--- config.mk ---
export PLATFORM = sky130hd
export DESIGN_NAME = huffman_decoder
export DESIGN_NICKNAME = d
export VERILOG_FILES = /design/src/rtl/huffman_decoder_pkg.sv /design/src/rtl/huffman_decoder_match.sv /design/src/rtl/huffman_decoder.sv
export SDC_FILE = /design/constraint.sdc
export NUM_CORES = 1
export LEC_CHECK = 0
export ABC_AREA = 1
export BUFFER_PORTS_ARGS = -buffer_cell sky130_fd_sc_hd__buf_2
export CAP_MARGIN = 20
export CORE_UTILIZATION = 35
export CTS_BUF_LIST = sky130_fd_sc_hd__clkbuf_8
export CTS_CLUSTER_SIZE = 30
export DETAILED_ROUTE_END_ITERATION = 8
export HOLD_SLACK_MARGIN = 0.15
export MAX_ROUTING_LAYER = met4
export PLACE_DENSITY = 0.65
export SLEW_MARGIN = 40
export SYNTH_ARGS = -nofsm -noshare
export SYNTH_HDL_FRONTEND = slang
export SYNTH_SLANG_ARGS = --single-unit
export TNS_END_PERCENT = 1
--- constraint.sdc ---
create_clock -name clk -period 6.52 [get_ports clk]
set_input_delay 1.304 -clock clk [delete_from_list [all_inputs] [get_ports clk]]
set_output_delay 1.304 -clock clk [all_outputs]
set_load 0.01 [all_outputs]
--- src/rtl/huffman_decoder_pkg.sv ---
// Shared definitions for the Huffman decoder: FSM encoding, table geometry
// and the mask helper functions used when a code table is loaded.
package huffman_pkg;

    // Decoder states: no table yet, decoding, or halted on a fault
    typedef enum logic [1:0] {
        ST_IDLE   = 2'd0,
        ST_DECODE = 2'd1,
        ST_ERROR  = 2'd2
    } state_e;

    localparam int NSYM   = 6;   // number of table entries / symbols
    localparam int CODE_W = 8;   // codeword and mask width
    localparam int LEN_W  = 4;   // width of a code length (popcount of a mask)
    localparam int IDX_W  = 3;   // symbol index 1..6

    // Number of ones in an 8-bit mask, i.e. the code length it describes
    function automatic logic [LEN_W-1:0] popcount8(input logic [CODE_W-1:0] v);
        logic [LEN_W-1:0] c;
        c = 4'd0;
        for (int k = 0; k < CODE_W; k++) begin
            c = c + {3'b000, v[k]};
        end
        return c;
    endfunction

    // A usable mask is nonzero, a run of low-order ones, and not longer
    // than the shift register can hold
    function automatic logic mask_ok(input logic [CODE_W-1:0] m,
                                     input logic [LEN_W-1:0]  max_len);
        return (m != 8'h00) &&
               ((m & (m + 8'h01)) == 8'h00) &&
               (popcount8(m) <= max_len);
    endfunction

endpackage

--- src/rtl/huffman_decoder_match.sv ---
// Combinational codeword matcher: compares the candidate shift value and
// length against all six table entries; the lowest-numbered hit wins.
module huffman_match
    import huffman_pkg::*;
(
    input  logic [CODE_W-1:0]           nshift_i,
    input  logic [LEN_W-1:0]            nlen_i,
    input  logic [NSYM-1:0][CODE_W-1:0] hc_i,
    input  logic [NSYM-1:0][CODE_W-1:0] m_i,
    output logic                        hit_o,
    output logic [IDX_W-1:0]            idx_o
);

    logic [NSYM-1:0] match_s;

    // Per-entry match: length equal to the mask popcount and masked bits equal
    always_comb begin
        match_s = '0;
        for (int k = 0; k < NSYM; k++) begin
            match_s[k] = (nlen_i == popcount8(m_i[k])) &&
                         ((nshift_i & m_i[k]) == hc_i[k]);
        end
    end

    // Priority pick: scan from the highest entry down so the lowest survives
    always_comb begin
        hit_o = |match_s;
        idx_o = 3'd0;
        for (int k = NSYM - 1; k >= 0; k--) begin
            idx_o = match_s[k] ? IDX_W'(k + 1) : idx_o;
        end
    end

endmodule

--- src/rtl/huffman_decoder.sv ---
// Huffman decoder top: loads a six-entry code table, shifts in a serial
// MSB-first bitstream and emits one symbol (1..6) per complete codeword on a
// registered valid/ready output.
// Optional per-symbol decode counters are built when HUFFDEC_CNT_EN is defined;
// otherwise dec_cnt1..dec_cnt6 are constant zero.
module huffman_decoder
    import huffman_pkg::*;
#(
    parameter int MAX_LEN = 8,
    parameter int SYM_W   = 8
) (
    input  logic             clk,
    input  logic             reset,
    input  logic             code_valid,
    input  logic [7:0]       HC1,
    input  logic [7:0]       HC2,
    input  logic [7:0]       HC3,
    input  logic [7:0]       HC4,
    input  logic [7:0]       HC5,
    input  logic [7:0]       HC6,
    input  logic [7:0]       M1,
    input  logic [7:0]       M2,
    input  logic [7:0]       M3,
    input  logic [7:0]       M4,
    input  logic [7:0]       M5,
    input  logic [7:0]       M6,
    input  logic             bit_valid,
    input  logic             bit_in,
    output logic             bit_ready,
    output logic             sym_valid,
    output logic [SYM_W-1:0] sym_data,
    input  logic             sym_ready,
    output logic             dec_err,
    output logic [7:0]       dec_cnt1,
    output logic [7:0]       dec_cnt2,
    output logic [7:0]       dec_cnt3,
    output logic [7:0]       dec_cnt4,
    output logic [7:0]       dec_cnt5,
    output logic [7:0]       dec_cnt6
);

    localparam logic [LEN_W-1:0] MAX_LEN_C = LEN_W'(MAX_LEN);

    logic [NSYM-1:0][CODE_W-1:0] hc_in_s;
    logic [NSYM-1:0][CODE_W-1:0] m_in_s;

    state_e                      state_q,     state_d;
    logic [MAX_LEN-1:0]          shift_q,     shift_d;
    logic [LEN_W-1:0]            len_q,       len_d;
    logic [NSYM-1:0][CODE_W-1:0] hc_q,        hc_d;
    logic [NSYM-1:0][CODE_W-1:0] m_q,         m_d;
    logic                        sym_valid_q, sym_valid_d;
    logic [SYM_W-1:0]            sym_data_q,  sym_data_d;
    logic                        dec_err_q,   dec_err_d;

    logic [MAX_LEN-1:0]          nshift_s;
    logic [LEN_W-1:0]            nlen_s;
    logic                        table_ok_s;
    logic                        bit_ready_s;
    logic                        bit_acc_s;
    logic                        hit_s;
    logic [IDX_W-1:0]            idx_s;

    assign hc_in_s = {HC6, HC5, HC4, HC3, HC2, HC1};
    assign m_in_s  = {M6, M5, M4, M3, M2, M1};

    // Candidate register contents if the offered bit is taken this cycle
    assign nshift_s = (shift_q << 1) | MAX_LEN'(bit_in);
    assign nlen_s   = len_q + 4'd1;

    // A load only leads to DECODE when every incoming mask is usable
    always_comb begin
        table_ok_s = 1'b1;
        for (int k = 0; k < NSYM; k++) begin
            table_ok_s = table_ok_s & mask_ok(m_in_s[k], MAX_LEN_C);
        end
    end

    // Accept bits only while decoding with room in the output slot; a
    // table load in the same cycle takes priority over the bit
    assign bit_ready_s = (state_q == ST_DECODE) &&
                         (!sym_valid_q || sym_ready) && !code_valid;
    assign bit_acc_s   = bit_valid && bit_ready_s;

    huffman_match u_match (
        .nshift_i (CODE_W'(nshift_s)),
        .nlen_i   (nlen_s),
        .hc_i     (hc_q),
        .m_i      (m_q),
        .hit_o    (hit_s),
        .idx_o    (idx_s)
    );

    // Next-state logic: table load, output pop, bit shift, match and overflow
    always_comb begin
        state_d     = state_q;
        shift_d     = shift_q;
        len_d       = len_q;
        hc_d        = hc_q;
        m_d         = m_q;
        sym_valid_d = sym_valid_q;
        sym_data_d  = sym_data_q;
        dec_err_d   = dec_err_q;

        if (code_valid) begin
            hc_d        = hc_in_s;
            m_d         = m_in_s;
            shift_d     = '0;
            len_d       = 4'd0;
            sym_valid_d = 1'b0;
            dec_err_d   = !table_ok_s;
            state_d     = table_ok_s ? ST_DECODE : ST_ERROR;
        end else begin
            sym_valid_d = (sym_valid_q && sym_ready) ? 1'b0 : sym_valid_q;
            if (bit_acc_s) begin
                if (hit_s) begin
                    sym_valid_d = 1'b1;
                    sym_data_d  = SYM_W'(idx_s);
                    shift_d     = '0;
                    len_d       = 4'd0;
                end else if (nlen_s < MAX_LEN_C) begin
                    shift_d = nshift_s;
                    len_d   = nlen_s;
                end else begin
                    state_d   = ST_ERROR;
                    dec_err_d = 1'b1;
                    shift_d   = '0;
                    len_d     = 4'd0;
                end
            end else begin
                state_d = state_q;
            end
        end
    end

    // State, table and output registers
    always_ff @(posedge clk or negedge reset) begin
        if (!reset) begin
            state_q     <= ST_IDLE;
            shift_q     <= '0;
            len_q       <= 4'd0;
            hc_q        <= '0;
            m_q         <= '0;
            sym_valid_q <= 1'b0;
            sym_data_q  <= '0;
            dec_err_q   <= 1'b0;
        end else begin
            state_q     <= state_d;
            shift_q     <= shift_d;
            len_q       <= len_d;
            hc_q        <= hc_d;
            m_q         <= m_d;
            sym_valid_q <= sym_valid_d;
            sym_data_q  <= sym_data_d;
            dec_err_q   <= dec_err_d;
        end
    end

    assign bit_ready = bit_ready_s;
    assign sym_valid = sym_valid_q;
    assign sym_data  = sym_data_q;
    assign dec_err   = dec_err_q;

`ifdef HUFFDEC_CNT_EN
    logic [NSYM-1:0][7:0] cnt_q, cnt_d;
    logic                 sym_load_s;

    assign sym_load_s = bit_acc_s && hit_s;

    // Saturating tally of each symbol as it enters the output register
    always_comb begin
        cnt_d = cnt_q;
        if (code_valid) begin
            cnt_d = '0;
        end else if (sym_load_s) begin
            for (int k = 0; k < NSYM; k++) begin
                cnt_d[k] = ((idx_s == IDX_W'(k + 1)) && (cnt_q[k] != 8'hFF)) ?
                           cnt_q[k] + 8'd1 : cnt_q[k];
            end
        end else begin
            cnt_d = cnt_q;
        end
    end

    // Counter registers
    always_ff @(posedge clk or negedge reset) begin
        if (!reset) begin
            cnt_q <= '0;
        end else begin
            cnt_q <= cnt_d;
        end
    end

    assign dec_cnt1 = cnt_q[0];
    assign dec_cnt2 = cnt_q[1];
    assign dec_cnt3 = cnt_q[2];
    assign dec_cnt4 = cnt_q[3];
    assign dec_cnt5 = cnt_q[4];
    assign dec_cnt6 = cnt_q[5];
`else
    assign dec_cnt1 = 8'h00;
    assign dec_cnt2 = 8'h00;
    assign dec_cnt3 = 8'h00;
    assign dec_cnt4 = 8'h00;
    assign dec_cnt5 = 8'h00;
    assign dec_cnt6 = 8'h00;
`endif

endmodule
==> impl_results.md <==
* Port bufs at 107
* Final non-filler cell total at 1,601
* Post-synth top area cell: dfrtp_1
* Final Hold Fails at 0
* Post-Place Cells at 1,583
* Fin Clk Skew at 0.01787 ns
* Slew headroom at 0.4656
* R2R cell count at 18
* PwrDens at 198.8 mW/mm^2
* Status: finished, final reports clean
* Fin. max-slew vios at 0
* Synth top cells by count: nand2_1, inv_1, dfrtp_1
* Max cap viols at 0
* Top cells by area, synth: dfrtp_1, nand2_1, fa_1
* Syn. warnings at 0
* Worst ir drop on vdd at 0.09395 mV
* # DRC at 0
* Setup TNS at 0 ns
* I/O Pins at 161
* Starting density of the core at 0.3581
* CP Launch Type: input port
* Synthesized instance count at 1,183
* Most frequent cell after synthesis: nand2_1
* Gr usage total at 0.1894
* Detailed Route Iter0 Violations at 458
* Register area share after synthesis at 0.3200
* Core area at 0.02446 mm^2
* CP Capture Type: flip-flop
* Synthesized area per cell at 7.405 um^2
* Area delta synth->final at 9.427%
* Clk_lat worst skew at 0.40 ns
* Place WS at 1.735 ns
* Hold WC Path Type: reg -> reg
* Least-Margin Pin Slew at 0.8015 ns
* Critical path arrival at 4.64 ns
* Main flop type after synthesis: dfrtp_1
* Die area at 0.02566 mm^2
* Total grt overflow at 0
* Nets@finish at 1,475
* Die H at 160.2 um
* Seq pwr share at 0.413
* CTS max path bufs at 2
* Number of buffers created by CTS at 9
* Fmax at 0.2302 GHz
* Antenna violations before repair at 2
* Final period util at 0.6662
* Sw power at 716.5 uW
* Synth cell types at 33
* Share of cells above drive strength 1 at 0.1098
* Worst EP required at 6.82 ns
* Final GP Congestion at 0.8969
* Via Count at 7,374
* RSZ-0062 raised after global routing: no
* Wire per inst at 14.16 um
* H-tree levels at 3
* CTS Sinks at 112
* First-pass GRT wire length at 36,690 um
* Synth top area share at 0.3200
* Post-synth EDFFs at 0
* Final worst-path setup slack at 2.176 ns
* Vias in the first global route at 6,947
* # rows at 57
* Clock share of power at 0.224
* # resized after CTS at 0
* Async set-reset flop share out of synthesis at 1.000
* Pint at 1190 uW
* WL final at 22,680 um
* Leak pwr at 0.005259 uW
* Clock period minus worst slack at 4.344 ns
* Post-CTS Hold Buffers at 0
* # setup viols final at 0
* Combinational cell fraction of total power at 0.363
* Drt pass-1 iters at 5
* Die width at 160.2 um
* Post-CTS Setup Bufs at 0
* Post-Syn Area at 0.008760 mm^2
* Critical Path Fanout Max at 3
* Switching Share at 0.3759
* Clock root buffer: clkbuf_8
* Hpwl dp at 17,980 um
* CTS tree: built
* Largest net degree at the start of global routing at 86
* Routed Antenna Nets at 0
* Via/cell ratio at 4.606
* Worst-path clk slew at 0.11 ns
* Min-Delay Path Depth at 2
* Synthesis-stage register bit count at 112
* Hold Slack at 0.4957 ns
* Type of the worst setup path: in -> reg
==> state kept, by name, summed over array words and instances (netlist names) <==
name / cells
state_q: 2
len_q: 3
hc_q: 48
m_q: 48
sym_valid: 1
shift_q: 7
sym_data: 3
==> cells in the final DEF (no fill, tap or decap), types with 2 or more instances in the layout <==
master / n
a211oi_1: 3
a21oi_1: 8
buf_2: 105
buf_4: 3
clkbuf_8: 10
clkinv_4: 2
conb_1: 53
dfrtp_1: 112
diode_2: 2
fa_1: 48
ha_1: 55
inv_1: 199
inv_2: 6
inv_6: 2
inv_8: 2
nand2_1: 373
nand3_1: 78
nand3b_1: 4
nand4_1: 4
nor2_1: 54
nor2_2: 4
nor2_4: 2
nor4_1: 3
o21ai_0: 106
o22ai_1: 10
or3b_2: 2
xnor2_1: 5
xor2_1: 13
==> final timing paths <==
check,start,to,slack (ns)
max,M6[0],state_q[1],2.18
min,sym_data[0],sym_data[0],0.50
max reg2reg,m_q[16],state_q[1],2.61
min reg2reg,sym_data[0],sym_data[0],0.50
max in group asynchronous,reset,hc_q[28],4.55
min in group asynchronous,reset,hc_q[17],0.90
==> routing by layer <==
metal	GRT usage	up-vias	routed length [um]
met5	-	-	0
met4	0.05455	0	340
met3	0.02026	21	1179
met2	0.2773	190	9705
met1	0.2746	3472	11450
li1	-	3691	-
==> stage by stage <==
step	cell area (um^2)	util	total power [uW]
finish	9585	0.3918	1906
global route	9585	0.3918	2082
CTS	9580	0.3916	1928
detailed placement	9385	0.3837	1497
global placement	9382	0.3835	1475
floorplan	8955	-	1328
==> area by class of cell <==
cell class | instances | area [um^2]
diodes | 2 | 5.005
clock buffers | 10 | 137.6
clock inverters | 6 | 57.56
fillers | 2602 | 14880
inverters | 205 | 769.5
multi-input cells | 833 | 4848
flip-flops and latches | 112 | 2803
well taps | 324 | 405.4
repair buffers | 109 | 559.3
==> power by group through the flow <==
stage | Sequential [uW] | Combinational (uW) | Clock, uW
floorplan | 787 | 541 | 0
global placement | 798 | 677 | 0
finish | 787 | 693 | 426
global route | 794 | 823 | 465
CTS | 787 | 701 | 439
detailed placement | 799 | 698 | 0
==> cell families (layout without fill, tap and decap cells) <==
group | after synthesis | after routing | share of synthesized area
buffers and inverters | 290 | 330 | 0.1488
other | 1 | 55 | 0.0004281
DFF | 112 | 112 | 0.3200
adders and majority gates | 103 | 103 | 0.1883
and+or+nand+nor | 527 | 527 | 0.2454
xor gates and xnor gates | 18 | 18 | 0.01800
AOI/OAI and AO/OA | 132 | 132 | 0.07913
==> critical path: stages <==
cell      delay, ns
buf_2          0.12
fa_1           0.53
inv_1          0.05
fa_1           0.49
fa_1           0.41
inv_1          0.07
ha_1           0.15
inv_1          0.05
fa_1           0.48
or3b_2         0.44
nand3b_1       0.13
nand4_1        0.09
nor2_1         0.11
nand3_1        0.10
nand2_1        0.08
inv_1          0.04
(Power assumes the default switching activity.)
